**src/rtl/probe_trigger.sv**
```systemverilog
// probe_trigger: logic-analyzer probe front end.
// Synchronizes the asynchronous probe pins, divides the clock into a sample
// strobe and evaluates a programmable level/edge trigger. The single start
// pulse is issued on the same clock as the sample strobe of the triggering
// value, so the downstream capture block records that value as entry zero.
module probe_trigger #(
  parameter int LOG2_OF_NUMBER_OF_CHANNELS = 4,
  parameter int DIVIDER_WIDTH              = 16
) (
  input  logic                                        clk,
  input  logic                                        reset,
  input  logic                                        arm,
  input  logic [(1 << LOG2_OF_NUMBER_OF_CHANNELS)-1:0] probeIn,
  input  logic [(1 << LOG2_OF_NUMBER_OF_CHANNELS)-1:0] triggerMask,
  input  logic [(1 << LOG2_OF_NUMBER_OF_CHANNELS)-1:0] triggerValue,
  input  logic [(1 << LOG2_OF_NUMBER_OF_CHANNELS)-1:0] edgeMask,
  input  logic [DIVIDER_WIDTH-1:0]                     divider,
  output logic [(1 << LOG2_OF_NUMBER_OF_CHANNELS)-1:0] dataOut,
  output logic                                        sample,
  output logic                                        start,
  output logic                                        armed,
  output logic                                        triggered
);

  localparam int N = 1 << LOG2_OF_NUMBER_OF_CHANNELS;
  localparam logic [DIVIDER_WIDTH-1:0] ONE = {{(DIVIDER_WIDTH-1){1'b0}}, 1'b1};

  typedef enum logic [1:0] {
    IDLE      = 2'd0,
    ARMED     = 2'd1,
    TRIGGERED = 2'd2
  } state_t;

  state_t                   r_state;
  state_t                   w_state_nxt;
  logic [N-1:0]             r_sync1;
  logic [N-1:0]             r_sync2;
  logic [N-1:0]             r_prev;
  logic [N-1:0]             r_data;
  logic [DIVIDER_WIDTH-1:0] r_count;
  logic                     r_sample;
  logic                     r_start;
  logic                     r_armed;
  logic                     r_triggered;

  logic                     w_tick;
  logic                     w_arm_idle;
  logic                     w_level;
  logic                     w_edge;
  logic                     w_cond;
  logic                     w_sample_d;
  logic                     w_start_d;
  logic                     w_armed_d;
  logic                     w_triggered_d;

  // ">=" rather than "==": lowering divider below the running count must
  // tick at once instead of wrapping through the whole counter range.
  assign w_tick     = (r_count >= divider);
  assign w_arm_idle = arm && (r_state == IDLE);

  // Trigger is judged on the synchronized value against the previous sample,
  // so edges are seen between consecutive samples, not consecutive clocks.
  assign w_level = (((r_sync2 ^ triggerValue) & triggerMask) == '0);
  assign w_edge  = (edgeMask == '0) || (((r_sync2 ^ r_prev) & edgeMask) != '0);
  assign w_cond  = w_level && w_edge;

  // Two-flop synchronizer on the probe pins plus the registered data output.
  always_ff @(posedge clk) begin
    if (reset) begin
      r_sync1 <= '0;
      r_sync2 <= '0;
      r_data  <= '0;
    end else begin
      r_sync1 <= probeIn;
      r_sync2 <= r_sync1;
      r_data  <= r_sync2;
    end
  end

  // Sample-rate divider; free-running in every state, restarted by arming.
  always_ff @(posedge clk) begin
    if (reset) begin
      r_count <= '0;
    end else if (w_arm_idle || w_tick) begin
      r_count <= '0;
    end else begin
      r_count <= r_count + ONE;
    end
  end

  // Previous-sample register used by the edge condition.
  always_ff @(posedge clk) begin
    if (reset) begin
      r_prev <= '0;
    end else if (w_tick || w_arm_idle) begin
      r_prev <= r_sync2;
    end
  end

  // FSM state register.
  always_ff @(posedge clk) begin
    if (reset) begin
      r_state <= IDLE;
    end else begin
      r_state <= w_state_nxt;
    end
  end

  // FSM next-state logic; TRIGGERED is sticky until reset.
  always_comb begin
    w_state_nxt = r_state;
    case (r_state)
      IDLE:      if (arm)              w_state_nxt = ARMED;
      ARMED:     if (w_tick && w_cond) w_state_nxt = TRIGGERED;
      TRIGGERED: w_state_nxt = TRIGGERED;
      default:   w_state_nxt = IDLE;
    endcase
  end

  // FSM output decode; start uses the pre-transition state so it lands with
  // the sample strobe of the triggering value.
  always_comb begin
    w_sample_d    = w_tick && (r_state != IDLE);
    w_start_d     = w_tick && (r_state == ARMED) && w_cond;
    w_armed_d     = (w_state_nxt == ARMED);
    w_triggered_d = (w_state_nxt == TRIGGERED);
  end

  // Registered strobes and state flags, aligned with dataOut.
  always_ff @(posedge clk) begin
    if (reset) begin
      r_sample    <= 1'b0;
      r_start     <= 1'b0;
      r_armed     <= 1'b0;
      r_triggered <= 1'b0;
    end else begin
      r_sample    <= w_sample_d;
      r_start     <= w_start_d;
      r_armed     <= w_armed_d;
      r_triggered <= w_triggered_d;
    end
  end

  assign dataOut   = r_data;
  assign sample    = r_sample;
  assign start     = r_start;
  assign armed     = r_armed;
  assign triggered = r_triggered;

endmodule
```
**config.mk**
```make
export PLATFORM = sky130hd
export DESIGN_NAME = probe_trigger
export DESIGN_NICKNAME = d
export VERILOG_FILES = /design/src/rtl/probe_trigger.sv
export SDC_FILE = /design/constraint.sdc
export NUM_CORES = 1
export LEC_CHECK = 0
export CAP_MARGIN = 5
export CORE_ASPECT_RATIO = 2
export CORE_MARGIN = 2
export CORE_UTILIZATION = 30
export DETAILED_ROUTE_END_ITERATION = 6
export DONT_BUFFER_PORTS = 1
export SYNTH_ARGS = -nofsm -noshare
export SYNTH_HDL_FRONTEND = slang
export SYNTH_SLANG_ARGS = --single-unit
```
**constraint.sdc**
```tcl
create_clock -name clk -period 5 [get_ports clk]
set_input_delay 0.25 -clock clk [delete_from_list [all_inputs] [get_ports clk]]
set_output_delay 0.25 -clock clk [all_outputs]
set_load 0.1 [all_outputs]
```
* Word level (Yosys, flattened, before mapping)
Index checks and enable logic that the tools add are counted.
Cells by class: order comparisons 1, reductions and logical operators 14, mux-type cells 3, add/sub/neg operators 1, bitwise gates (word level) 4, equal/unequal tests 4
Operators by type and width (count):
- $and A16 B16 Y16 | 2
- $logic_not A16 Y1 | 2
- $xor A16 B16 Y16 | 2
- $add A16 B1 Y16 const B | 1
- $ge A16 B16 Y1 | 1
- $reduce_bool A16 Y1 | 1
- $logic_and A1 B1 Y1 | 6
- $pmux W2 S3 | 1
- $eq A2 B1 Y1 const B | 2
- $eq A2 B2 Y1 const B | 2
- $mux W2 | 2
- $logic_not A2 Y1 | 1
- $logic_or A1 B1 Y1 | 2
- $reduce_bool A2 Y1 | 1
- $reduce_or A2 Y1 | 1
Word-level totals: register bits 86, output and inout bits 20

* Longest topological paths before layout
Gate-level depths: netlist (run 1).
word-level depth 9, depth in mapped cells 10

* Least setup slack after synthesis (run 1)
No wires, ideal clock.
kind register -> register, start register r_count[0], end register r_count[10], path slack 2.802 ns, data arrival time 2.134 ns, cell stages (with the launch flop) 11, buffers on the path 2, setup time 0.064 ns, path through dfxtp_1 -> inv_1 -> ha_1 -> nand2b_1 -> a2111oi_0 -> or4b_1 -> nand4_4 -> or2_1 -> buf_6 -> buf_12 -> nor2_1
On the way: longest elaborated chain between the ends 3, elaborated cells between the ends (all ways) 4, classes of those cells 1 x add/sub; 1 x order compare; 2 x reduce/logical
Ends and longest elaborated chain:
- from (decl) | line 40 | logic [DIVIDER_WIDTH-1:0] r_count;
- from (signal assigned) | line 87 | r_count <= r_count + ONE;
- $ge A16 B16 Y1 | line 58 | assign w_tick = (r_count >= divider);
- $logic_or A1 B1 Y1 | line 84 | end else if (w_arm_idle || w_tick) begin
- $reduce_or A2 Y1 (no source line)
Several ways; a longest one is shown, not always the timed one. A chain may end at the register's enable or synchronous reset.

* Worst setup path after layout (run 1)
start register r_count[0], end register r_count[11]
Same word-level chain as after synthesis.

==> key figures, run 1 <==
Outcome
  – Status: completed

Clock network
  – Clock-pin slew on the worst setup and hold paths: about 0.060 ns
  – Max Buffers Root-to-Sink: 2
  – CTS Sinks: 86
  – CTS root buf: clkbuf_16
  – Htree depth: 3
  – CTS tree: yes
  – Latest clock arrival within the worst-skew pair: around 0.33 ns
  – Num CTS Buffers: 9

Finish
  – NumNets Final: about 460
  – Design area: 4060 um2
  – Antenna diodes: 0
  – Final Non-Filler Cells: 512
  – Filler Cell Count: ~1200
  – Layout cells sized above 1: 0.0490
  – Area Overhead vs Synth: 12.9%

Floorplanning
  – Die Wd: between 80 and 90 um
  – Die area: between 10000 and 15000 um2
  – Die height: ~160 um
  – Row count: 56
  – Starting Density: 0.307
  – Core area: around 12000 um2
  – I/O pins: between 100 and 150

Global route
  – Total global-route track usage: 0.141
  – Total grt overflow: 0
  – Largest net degree at the start of global routing: 66
  – First-pass GRT wire length: around 13000 um
  – Vias in the first global route: approximately 2500
  – Initial antenna violation count: 0

Synth
  – Synth unique cells: 33
  – Sequential element share of the synthesized area: 0.479
  – Commonest cells in the synthesized netlist: 86 x dfxtp_1, 48 x nor2b_1, 41 x nor2_1, 41 x xor2_1, 18 x inv_1
  – XOR/XNOR share of the synthesized area: 0.112
  – Synth Warn #: 0
  – Multiplexer share of the synthesized area: 0.0446
  – Post-synthesis compound-gate area fraction: 0.0610
  – Ys flop type: dfxtp_1
  – Syn nets: ~460
  – Synth area leaders: dfxtp_1 48%, xor2_1 10%, nor2b_1 8.4%, ha_1 5.9%, mux2i_1 4.5%
  – Adder-cell area share of the yosys netlist: 0.0592
  – Mapped Avg Cell Area: around 10 um2
  – Asr flop ratio synth: 0
  – Post-Synthesis Cell Area: ~3600 um2
  – Area leader, netlist: dfxtp_1
  – Simple-Gate Fraction of Synth Area: 0.202
  – Synthesized instance count: 359
  – Cell with the most instances after synthesis: dfxtp_1
  – Number of flops mapped to enable cells by yosys: 0
  – Largest family of logic cells by synthesized area: simple AND/OR/NAND/NOR gates
  – Post-synthesis sequential element count: between 80 and 90
  – Area share of the largest cell type after synthesis: 0.479

Detailed routing
  – Post-DRT Antenna Nets: 0
  – DRT iter0 DRCs: a little under 90
  – DR vias/cell: approximately 4.7
  – First drt pass iteration count: 4
  – WL/cell: approximately 17 um
  – Final wirelength: just under 9000 um
  – DRC Markers: 0
  – Routed vias: 2398

Job
  – Maxcap violations: 0

Worst hold path
  – Worst Hold Depth: 1
  – Hold Startpoint: reset
  – Worst min-delay path category: input port to register
  – Hold EP: armed

Setup path
  – CP Class: register to register
  – Largest stage delay on the critical path: just under 0.6 ns
  – Crit path DAT: around 3 ns
  – R2R depth: 8
  – Worst path cell trace: inv_1 > ha_1 > nand2b_1 > a2111oi_0 > or4b_1 > nand4_4 > or2_1 > nor2_1
  – R2R Path Start: r_count[0]
  – CP Max Fanout: 17
  – R2R setup slack: 2.29 ns
  – Worst flop-to-flop path endpoint: r_count[11]
  – Worst setup EP type: register
  – CP max stage cell: or2_1
  – WP data required: roughly 5.3 ns
  – Nature of the critical path startpoint: register

Place
  – Number of instances in the placed design: a little under 500
  – Buffers on Ports: 0
  – Dpl hpwl: roughly 6500 um
  – Placer congestion estimate: about 0.77
  – Dpl cell area: about 3700 um2

Power
  – LEAKAGE: roughly 1.7 nW
  – Peak supply drop: between 0.00015 and 0.0002 V
  – PnR Total Power: 1.57 mW
  – PwrDens: about 390 nW/um2

Timing
  – RSZ-0062 raised after global routing: no
  – Fin crit period: 2.71 ns
  – Final hold slack: ~0.030 ns
  – Worst-Margin Slew: between 0.9 and 1 ns
  – Clock skew: 0.00629 ns
  – Final setup fails: 0
  – Max_slew headroom: 0.364
  – Setup TNS: 0 ns
  – Final Hold Fails: 0
  – Period utilization: 0.543
  – Final Slew Violations: 0
  – Fmax: 368 MHz
==> per-stage QoR <==
step / utilization / setup WS [ns]
global route: 0.347 / 2.06
CTS: 0.346 / 2.26
floorplan: - / 2.80
global placement: 0.315 / 2.37
detailed placement: 0.315 / 2.28
finish: 0.347 / 2.29
==> layout make-up <==
class | count | area (um2) | area share
flip-flops and latches | 86 | 1720 | 0.424
clock buffers | 13 | 250 | 0.0617
inverters | 18 | 67.6 | 0.0167
well taps | 145 | 181 | 0.0447
multi-input cells | 244 | 1720 | 0.424
clock inverters | 3 | 67.6 | 0.0167
repair buffers | 3 | 47.5 | 0.0117
==> cell usage in the layout, fill, tap and decap left out <==
cell type,count
dfxtp_1,86
nor2b_1,48
nor2_1,41
xor2_1,41
inv_1,18
ha_1,17
mux2i_1,16
nand2_1,11
a22oi_1,10
clkbuf_16,9
nand3_1,8
a21oi_1,7
nand4_1,7
xnor2_1,5
nor4_1,4
and3_1,4
o22ai_1,4
o21ai_0,3
a22o_1,3
a221oi_1,3
clkbuf_1,3
or3b_2,2
nand2b_1,2
bufinv_16,2
dlygate4sd3_1,2
a2111oi_0,1
o21a_1,1
nor4_2,1
or4b_1,1
nand4_4,1
or2_1,1
and4_1,1
nor3b_1,1
clkbuf_8,1
clkinvlp_4,1
buf_16,1
==> kinds of logic after synthesis <==
logic type,count (synthesis)
adders and majority gates,17
xor gates and xnor gates,46
AOI/OAI and AO/OA,32
muxes,16
buffers and inverters,29
DFF,86
and+or+nand+nor,133
==> worst max-delay path: cells and delay by family, from the launching register on <==
kind | cells | cell delay, ns
adder cells (fa/ha/maj) | 1 | 0.26
flip-flops | 1 | 0.41
AND/OR/NAND/NOR | 5 | 1.51
buffers and inverters | 1 | 0.07
AO/OA/AOI/OAI | 1 | 0.39
==> worst max path at each step <==
stage / start / endpoint / depth (start not counted)
after floorplan: r_count[0] / r_count[10] / 10
after global placement: r_count[0] / r_count[6] / 8
after detailed placement: r_count[0] / r_count[11] / 8
after CTS: r_count[0] / r_count[11] / 8
after global routing: r_count[0] / r_count[6] / 8
final: r_count[0] / r_count[11] / 8
==> metal layers <==
layer / GRT usage / part of all wire / vias to the layer above
met3: 0.0335 / 0.044 / 9
met4: 0.0670 / 0.026 / 0
met1: 0.146 / 0.37 / 1107
li1: - / - / 1201
met5: 0 / 0 / -
met2: 0.255 / 0.56 / 81
==> where the power goes <==
part	internal, mW	switching [mW]	total [mW]
combinational	0.0449	0.0535	0.0985
clock	0.452	0.260	0.712
sequential	0.708	0.0481	0.756
total	1.20	0.362	1.57
==> registers in the layout (all words and copies together), names as in the netlist <==
| name | cells |
|---|---|
| r_sync2 | 16 |
| dataOut | 16 |
| armed | 1 |
| triggered | 1 |
| r_prev | 16 |
| r_count | 16 |
| r_sync1 | 16 |
| start | 1 |
| sample | 1 |
| r_state | 2 |
==> repair_timing <==
action / CTS / global route
resized for setup: 0 / 0
setup buffers: 0 / 0
endpoints found under the hold margin: 65 / 1
hold buffers: 2 / 1
Power figures use the tool's default switching activity.
==> run 2: changes to the inputs <==
clock period = 2.3 ns   (was 5 ns; I/O delays follow)
==> run 2 against run 1 <==
Clock-buffer cell count shrank 3. Routed wire length fell by 1.7%. Sequential share of layout area is 3.9 points lower. Global-route usage is 0.76 points lower. Critical path depth is the same. Critical path type unchanged. Largest power group unchanged.
==> key figures, run 2 (synthesis gave the netlist of run 1 again) <==
Detailed routing
  – First drt pass iteration count: 3
  – DRT iter0 DRCs: 52
  – WL/cell: roughly 16 um
  – Post-DRT Antenna Nets: 0
  – Routed vias: 2531
  – DRT met1 WL: ~3200 um
  – Met3 wire length: about 340 um
  – Routed met2 length: around 4700 um
  – DR vias/cell: 4.63
  – DRC Markers: 0
  – Top routing layer in use: met4
  – Final wirelength: 8520 um

Finish
  – Commonest non-fill, non-tap cell in the layout: dfxtp_1
  – Area Overhead vs Synth: 24.4%
  – Commonest cells after routing, fill and taps aside: 85 x dfxtp_1, 48 x nor2b_1, 41 x nor2_1, 41 x xor2_1
  – NumNets Final: between 400 and 500
  – Antenna diodes: 0
  – Layout cells sized above 1: 0.124
  – Design area: 4470 um2
  – Final Non-Filler Cells: about 550

Floorplanning
  – I/O pins: 103
  – Core area: 11700 um2
  – Die height: ~160 um
  – Starting Density: 0.307
  – Die Wd: 81.4 um
  – Die area: 12900 um2
  – Row count: between 50 and 60

Job
  – Maxcap violations: 0

Timing
  – Fin crit period: 2.22 ns
  – Fmax: roughly 450 MHz
  – Final Slew Violations: 0
  – Period utilization: 0.966
  – Setup ws final: around 0.08 ns
  – Clock skew: 0.0105 ns
  – Worst-Margin Slew: ~0.95 ns
  – Final hold slack: about 0.063 ns
  – Final setup fails: 0
  – Max_slew headroom: 0.369
  – Final Hold Fails: 0

Setup path
  – Nature of the critical path startpoint: register
  – End of the critical path: r_prev[12]
  – Crit path DAT: 2.44 ns
  – Worst setup EP type: register
  – R2R setup slack: slightly below 0.08 ns
  – CP Max Fanout: 8
  – Crit. Startpoint: r_count[9]
  – CP Class: register to register
  – Worst flop-to-flop path endpoint: r_prev[12]
  – R2R depth: 8
  – R2R Path Start: r_count[9]
  – WP data required: around 2.5 ns

Power
  – Peak supply drop: approximately 0.00035 V
  – LEAKAGE: a little under 2 nW
  – PwrDens: between 700 and 800 nW/um2
  – PnR Total Power: about 3.5 mW

Clock network
  – CTS tree: yes
  – CTS root buf: clkbuf_16
  – Num CTS Buffers: 9
  – Clock-pin slew on the worst setup and hold paths: approximately 0.070 ns
  – Latest clock arrival within the worst-skew pair: ~0.34 ns
  – CTS Sinks: 86
  – Max Buffers Root-to-Sink: 2
  – Htree depth: 3
  – Setup Fix Bufs, Post-CTS: 0

Worst hold path
  – Worst min-delay path category: input port to register

Place
  – Pre-CTS setup slack: -0.103 ns
  – Dpl cell area: just under 4000 um2
  – Buffers on Ports: 0
  – Number of instances in the placed design: between 500 and 600
  – Dpl hpwl: about 6400 um
  – Placer congestion estimate: 0.735

Global route
  – Vias in the first global route: 2570
  – First-pass GRT wire length: around 13000 um
  – Largest net degree at the start of global routing: 71
  – Total grt overflow: 0
  – Total global-route track usage: 0.134
  – Initial antenna violation count: 0

Outcome
  – Status: completed
==> run 2: per-stage QoR <==
| stage | utilization | setup TNS [ns] |
|---|---|---|
| finish | 0.382 | 0 |
| global route | 0.382 | -0.00585 |
| CTS | 0.375 | 0 |
| detailed placement | 0.329 | -1.21 |
| floorplan | - | 0 |
| global placement | 0.329 | -0.412 |
==> run 2: routing by layer <==
layer | vias up | GRT usage
li1 | 1271 | -
met1 | 1174 | 0.139
met2 | 72 | 0.236
met3 | 14 | 0.0313
met4 | 0 | 0.0732
met5 | - | 0
==> run 2: power breakdown <==
part	internal [mW]	total [mW]	switching, mW
Combinational	0.152	0.313	0.161
Sequential	1.54	1.61	0.0745
Clock	0.989	1.61	0.616
Total	2.68	3.53	0.852
==> run 2: how the worst min path moves through the flow <==
| stage | slack (ns) | start | endpoint | cells after the start |
|---|---|---|---|---|
| 5_1_grt | 0.08 | arm | r_state[0] | 2 |
| 2_1_floorplan | 0.24 | probeIn[0] | r_sync1[0] | 1 |
| 4_1_cts | 0.07 | arm | r_state[0] | 2 |
| 6_report | 0.06 | arm | r_state[0] | 2 |
| 3_3_place_gp | 0.20 | reset | r_prev[3] | 1 |
| 3_5_place_dp | 0.20 | reset | r_sync1[3] | 1 |
==> run 2: layout make-up <==
type	count	area (um2)
Clock buffer	10	239
Clock inverter	6	92.6
Fill cell	1163	7230
Inverter	18	67.6
Multi-Input combinational cell	244	1780
Sequential cell	86	1720
Tap cell	145	181
Timing Repair Buffer	38	388
==> run 2: critical path, cell delays in order, from the launching register on <==
cell and delay [ns]:
dfxtp_1 0.36, ha_4 0.28, nand2_1 0.09, nor4_4 0.27, or4b_4 0.51, nand4_4 0.16, clkbuf_16 0.18, mux2i_1 0.20
nor2_1 0.05
==> run 2: repair_timing <==
item                                   4_1_cts  5_1_grt
gates resized for setup                      3       10
hold buffers                                17        0
cloned                                       0        1
endpoints found under the hold margin       70        0
pin swaps                                    0        2
setup endpoints to repair                   16       32
